$ cat config.mk
export PLATFORM = sky130hd
export DESIGN_NAME = shift_frame_ctrl
export DESIGN_NICKNAME = d
export VERILOG_FILES = /design/src/rtl/shift_frame_ctrl.sv
export SDC_FILE = /design/constraint.sdc
export NUM_CORES = 1
export LEC_CHECK = 0
export CAP_MARGIN = 15
export CORE_AREA = 2 2 49 63
export CTS_CLUSTER_SIZE = 24
export DETAILED_ROUTE_END_ITERATION = 7
export DIE_AREA = 0 0 51 65
export GPL_TIMING_DRIVEN = 0
export PLACE_DENSITY = 0.64
export SLEW_MARGIN = 25
export SYNTH_ARGS = -nofsm -noshare
export SYNTH_HDL_FRONTEND = slang
export SYNTH_SLANG_ARGS = --single-unit
export TNS_END_PERCENT = 20
$ cat constraint.sdc
create_clock -name Clk -period 1.1 [get_ports Clk]
set_input_delay 0.165 -clock Clk [delete_from_list [all_inputs] [get_ports Clk]]
set_output_delay 0.165 -clock Clk [all_outputs]
set_load 0.01 [all_outputs]
$ cat src/rtl/shift_frame_ctrl.sv
// shift_frame_ctrl: framed serial byte receiver (Clk/reset, in_data/data_ack in; data_out/data_valid/frame_err/overrun/busy out)
module shift_frame_ctrl #(
  parameter bit PARITY_EN = 1'b1
) (
  input  logic       Clk,
  input  logic       reset,
  input  logic       in_data,
  input  logic       data_ack,
  output logic [7:0] data_out,
  output logic       data_valid,
  output logic       frame_err,
  output logic       overrun,
  output logic       busy
);
  typedef enum logic [1:0] {IDLE, DATA, PARITY, STOP} state_t;
  state_t state, state_n;
  logic [2:0] cnt;
  logic [7:0] sh;
  logic par;
  logic good;
  assign good = in_data && !(PARITY_EN && par);
  assign busy = state != IDLE;
  always_comb begin
    state_n = state == IDLE   ? (in_data ? IDLE : DATA) :
              state == DATA   ? (cnt == 3'd7 ? (PARITY_EN ? PARITY : STOP) : DATA) :
              state == PARITY ? STOP : IDLE;
  end
  always_ff @(posedge Clk or posedge reset) begin
    if (reset) state <= IDLE;
    else state <= state_n;
  end
  always_ff @(posedge Clk or posedge reset) begin
    if (reset) begin
      cnt        <= 3'd0;
      sh         <= 8'h00;
      par        <= 1'b0;
      data_out   <= 8'h00;
      data_valid <= 1'b0;
      frame_err  <= 1'b0;
      overrun    <= 1'b0;
    end else begin
      overrun <= 1'b0;
      if (state == IDLE) begin
        cnt <= 3'd0;
        par <= 1'b0;
      end
      if (state == DATA) begin
        sh  <= {sh[6:0], in_data};
        par <= par ^ in_data;
        cnt <= cnt + 3'd1;
      end
      if (state == PARITY) par <= par ^ in_data;
      if (state == STOP && good) begin
        data_out   <= sh;
        data_valid <= 1'b1;
        overrun    <= data_valid && !data_ack;
        frame_err  <= 1'b0;
      end else begin
        if (data_ack) data_valid <= 1'b0;
        frame_err <= state == STOP;
      end
    end
  end
endmodule

# Word-level counts from Yosys, hierarchy flattened
# Index checks and enable logic that the tools add are counted.
dict set report classes {
  addsub 1
  n_mul 0
  div 0
  n_lt_le_gt_ge 0
  n_eq_ne 4
  n_shift 0
  n_mux 14
  bitwise_logic 1
  reduce_logical 10
}
# cell n
set ops {}
lappend ops {{1-bit 2-to-1 mux} 8}
lappend ops {{2-bit 2-to-1 mux} 4}
lappend ops {{3-bit 2-to-1 mux} 2}
lappend ops {{2-bit nonzero test} 3}
lappend ops {{2-bit == test (second input constant)} 2}
lappend ops {{3-bit by 1-bit adder with 3-bit output (second input constant)} 1}
lappend ops {{3-bit == test (second input constant)} 1}
lappend ops {{1-bit logical AND} 3}
lappend ops {{3-bit nonzero test} 1}
lappend ops {{2-bit by 1-bit == test with 1-bit output (second input constant)} 1}
lappend ops {{1-bit zero test} 2}
lappend ops {{2-bit zero test} 1}
lappend ops {{1-bit XOR} 1}
dict set report word_totals {
  reg_bits 25
  latchBits 0
  ramBits 0
  romBits 0
  in_bits 4
  out_inout_bits 12
  wordCells 38
  n_memories 0
}

# Longest topological paths before layout
dict set report logic_depth {
  ltp_word 4
  ltp_mapped 4
  depth_no_buf 4
}

# Worst setup path before layout
# OpenSTA, ideal clock, no wires.
dict set report synth_path {
  path_type {reg2reg}
  start {reg par}
  end {reg data_out[0]}
  setup_time_ns 0.125
  arrival_ns 1.039
  t_required_ns 0.975
  path_slack_ns -0.064
  stages_incl_launch_ff 5
  n_path_buf 0
  period_less_slack_ns 1.164
  cell_sequence {dfrtp_1 -> inv_1 -> ha_1 -> nand3_4 -> mux2_2}
}
dict set report synth_between {
  elab_chain_cells 3
}
# element line_no
set synth_lines {}
lappend synth_lines {{start, declared} 19} ;# logic par;
lappend synth_lines {{start signal, assigned} 49} ;# par <= par ^ in_data;
lappend synth_lines {{start signal, assigned} 52} ;# if (state == PARITY) par <= par ^ in_data;
lappend synth_lines {{1-bit zero test} 21} ;# assign good = in_data && !(PARITY_EN && par);
lappend synth_lines {{1-bit logical AND} 21}
lappend synth_lines {{1-bit logical AND} 53} ;# if (state == STOP && good) begin
lappend synth_lines {{end signal, assigned} 54} ;# data_out <= sh;
lappend synth_lines {{end, declared} 9} ;# output logic [7:0] data_out,
# Every way passes these cells.
# A chain may end at the register's enable or synchronous reset.

# Final worst setup path
dict set report layout_path {
  start {reg state[0]}
  end {out busy}
}
dict set report layout_between {
  elab_chain_cells 1
}
# element line_no
set layout_lines {}
lappend layout_lines {{start, declared} 16} ;# state_t state, state_n;
lappend layout_lines {{start signal, assigned} 30} ;# else state <= state_n;
lappend layout_lines {{2-bit nonzero test} 22} ;# assign busy = state != IDLE;
lappend layout_lines {{end, declared} 13} ;# output logic busy
# Every way passes these cells.

==> metrics.txt <==
status=finished with violations; failing checks=negative setup slack; Reg area=approximately 630 um2; most common cell in the synthesized netlist=dfrtp_1; Final ANT Viol Nets=0; kind of critical path=register to output pin; Final Non-Filler Cells=between 100 and 150; syn_nets=80; Worst path top cell family by delay=flip-flops; worst slew pin tran=between 800 and 900 ps; slowest stage delay, CP=400 ps; wire per inst=12.7 um; crit path time final=between 1000 and 1500 ps; H-Tree Depth=1; FF-to-FF Start=state[0]; final-report max-slew violation count=0; root buffer cell=clkbuf_4; Reg2Reg Setup Slack=-170 ps; clock tree buffer depth=2; first-pass GRT wire length=around 2800 um; Crit. path cell count=3; # nets final=roughly 110; final core occ=48.0%; Req. time, crit path=roughly 940 ps; worst-path maximum fanout=2; post-synthesis sequential area ratio=59.5%; reg-to-reg endpoint=sh[1]; Final WS setup=-248 ps; area of the multi-input gates=between 400 and 500 um2; peak supply drop=0.00107 V; area share of the largest cell type after synthesis=between 50% and 60%; top post-synthesis cells by area=dfrtp_1 60%, mux2_2 11%, mux2_4 8.6%, ha_1 3.6%, buf_6 3.2%; Final Cell Area=between 0.001 and 0.0015 mm2; Total Routing Usage GR=about 11%; Skew-Pair Late Insertion Delay=about 310 ps; FFs w/ async S/R, synth=100%; Mapped Area=0.00105 mm2; most used flip-flop cell after synthesis=dfrtp_1; CTS Buf Count=3; antenna violations before repair=0; vias=~630; largest area contributor in the netlist=dfrtp_1; DP HPWL=~1100 um; distinct cell type count after synthesis=18; Routability Congestion=between 0.7 and 0.8; Starting Density=roughly 38%; EDFF count, synth=0; Tightest Hold Check Type=input pin to asynchronous set/reset pin; Clock Pin Slew Worst Setup and Hold Paths=approximately 130 ps; Cells after DPL=between 100 and 150; Yosys warnings=0; DRC Markers=0; synth cell count leaders=25 x dfrtp_1, 10 x mux2_2, 6 x mux2_4, 6 x nand2_1; Die X=51 um; Placement Cell Area=~0.0012 mm2; num rows=22; CP Launch Point=state[0]; DR pass1 iterations=4; RSZ-0062 raised after global routing=yes; die area=between 0.003 and 0.004 mm2; hold-fix buffers at CTS=0; CTS tree=yes; Final Hold Viols=0; Chip Height=between 60 and 70 um; post-synthesis average cell area=around 14 um2; Worst path most repeated cell=buf_6; slew margin rel.=approximately 42%; final setup fails=18; total power=between 3 and 4 mW; Place WS=-423 ps; core area=about 0.0028 mm2; Lkg Pwr=approximately 0.63 nW; crit end category=output pin; R2R depth=5; n_diodes=0; CP Launch Type=register; FMAX=between 700 and 800 MHz; critical path cell sequence=buf_6 -> or2_4 -> buf_6; Fin Setup TNS=-2660 ps; WP data arrival=1180 ps; IO buf count=15; slowest CP cell=dfrtp_1; max-cap violations=0; CP Buf/Inv Count=2; largest net degree at the start of global routing=26; share of layout cells above drive strength 1=49.0%; routed wire length=between 1500 and 2000 um; Power Density=between 2000 and 3000 mW/mm2; crit share post-route=123%; initial detailed-routing violation count=19; I/O pin count=16; Clock Sinks=25; Layout area overhead=26.9%; Fin Hold WS=between 200 and 250 ps; total grt overflow=0; vias in the first global route=around 660; DR vias/cell=around 4.7; Mapped Cells=between 70 and 80; clk_skew=between 0.9 and 1 ps; fillers=~270; Synth Register Bits=25
[worst max path at each step]
stage | end | slack, ps
2_1_floorplan | sh[0] | -10
3_3_place_gp | data_out[0] | -390
3_5_place_dp | data_out[4] | -420
4_1_cts | busy | -260
5_1_grt | busy | -290
6_report | busy | -250
[per-layer routing]
layer / vias up / part of all wire (%) / track usage, %
li1: 299 / - / -
met2: 18 / 50 / 17.5
met5: - / 0 / 0
met3: 2 / 6.3 / 2.30
met1: 315 / 42 / 13.4
met4: 0 / 1.1 / 7.09
[area by class of cell]
class                           count  area share (%)
Tap cell                           36            3.38
Buffer                              3            3.19
Clock buffer                        4            1.97
Sequential cell                    25            46.9
Timing Repair Buffer               20            10.6
Multi-Input combinational cell     42            32.8
Inverter                            4            1.13
[registers in the layout (all words and copies together) (netlist names), named ones only]
register	flops
sh	8
cnt	3
overrun	1
state	1
data_out	8
data_valid	1
frame_err	1
par	1
[power breakdown]
part	switching [mW]	internal, mW	leakage (nW)
Sequential	0.241	1.30	0.314
Clock	0.254	0.142	0.0150
Combinational	0.618	0.955	0.299
Total	1.11	2.40	0.629
[cells by family after synthesis]
logic type	count (synthesis)	synth area share [%]
AOI/OAI and AO/OA	6	3.33
adders and majority gates	3	3.57
buffers and inverters	7	4.64
DFF	25	59.5
muxes	16	19.3
and+or+nand+nor	16	9.64
[cell usage in the layout, fill, tap and decap left out, types with 2 or more instances in the layout]
cell type,n
nor2_1,2
buf_6,3
clkbuf_2,2
buf_4,4
nand2_1,6
inv_2,2
mux2_2,9
ha_4,3
dfrtp_1,25
clkdlybuf4s50_1,3
clkbuf_4,3
nor2b_1,2
mux2_4,7
o21ai_0,3
nand3_4,2
buf_2,9
[timing repair]
action | CTS | global route
resized for setup | 50 | 11
cloned | 0 | 1
pin swaps | 3 | 4
buffers inserted | 3 | 2
endpoints found under the setup margin | 28 | 24
No activity file was read; power rests on OpenSTA's default activity.
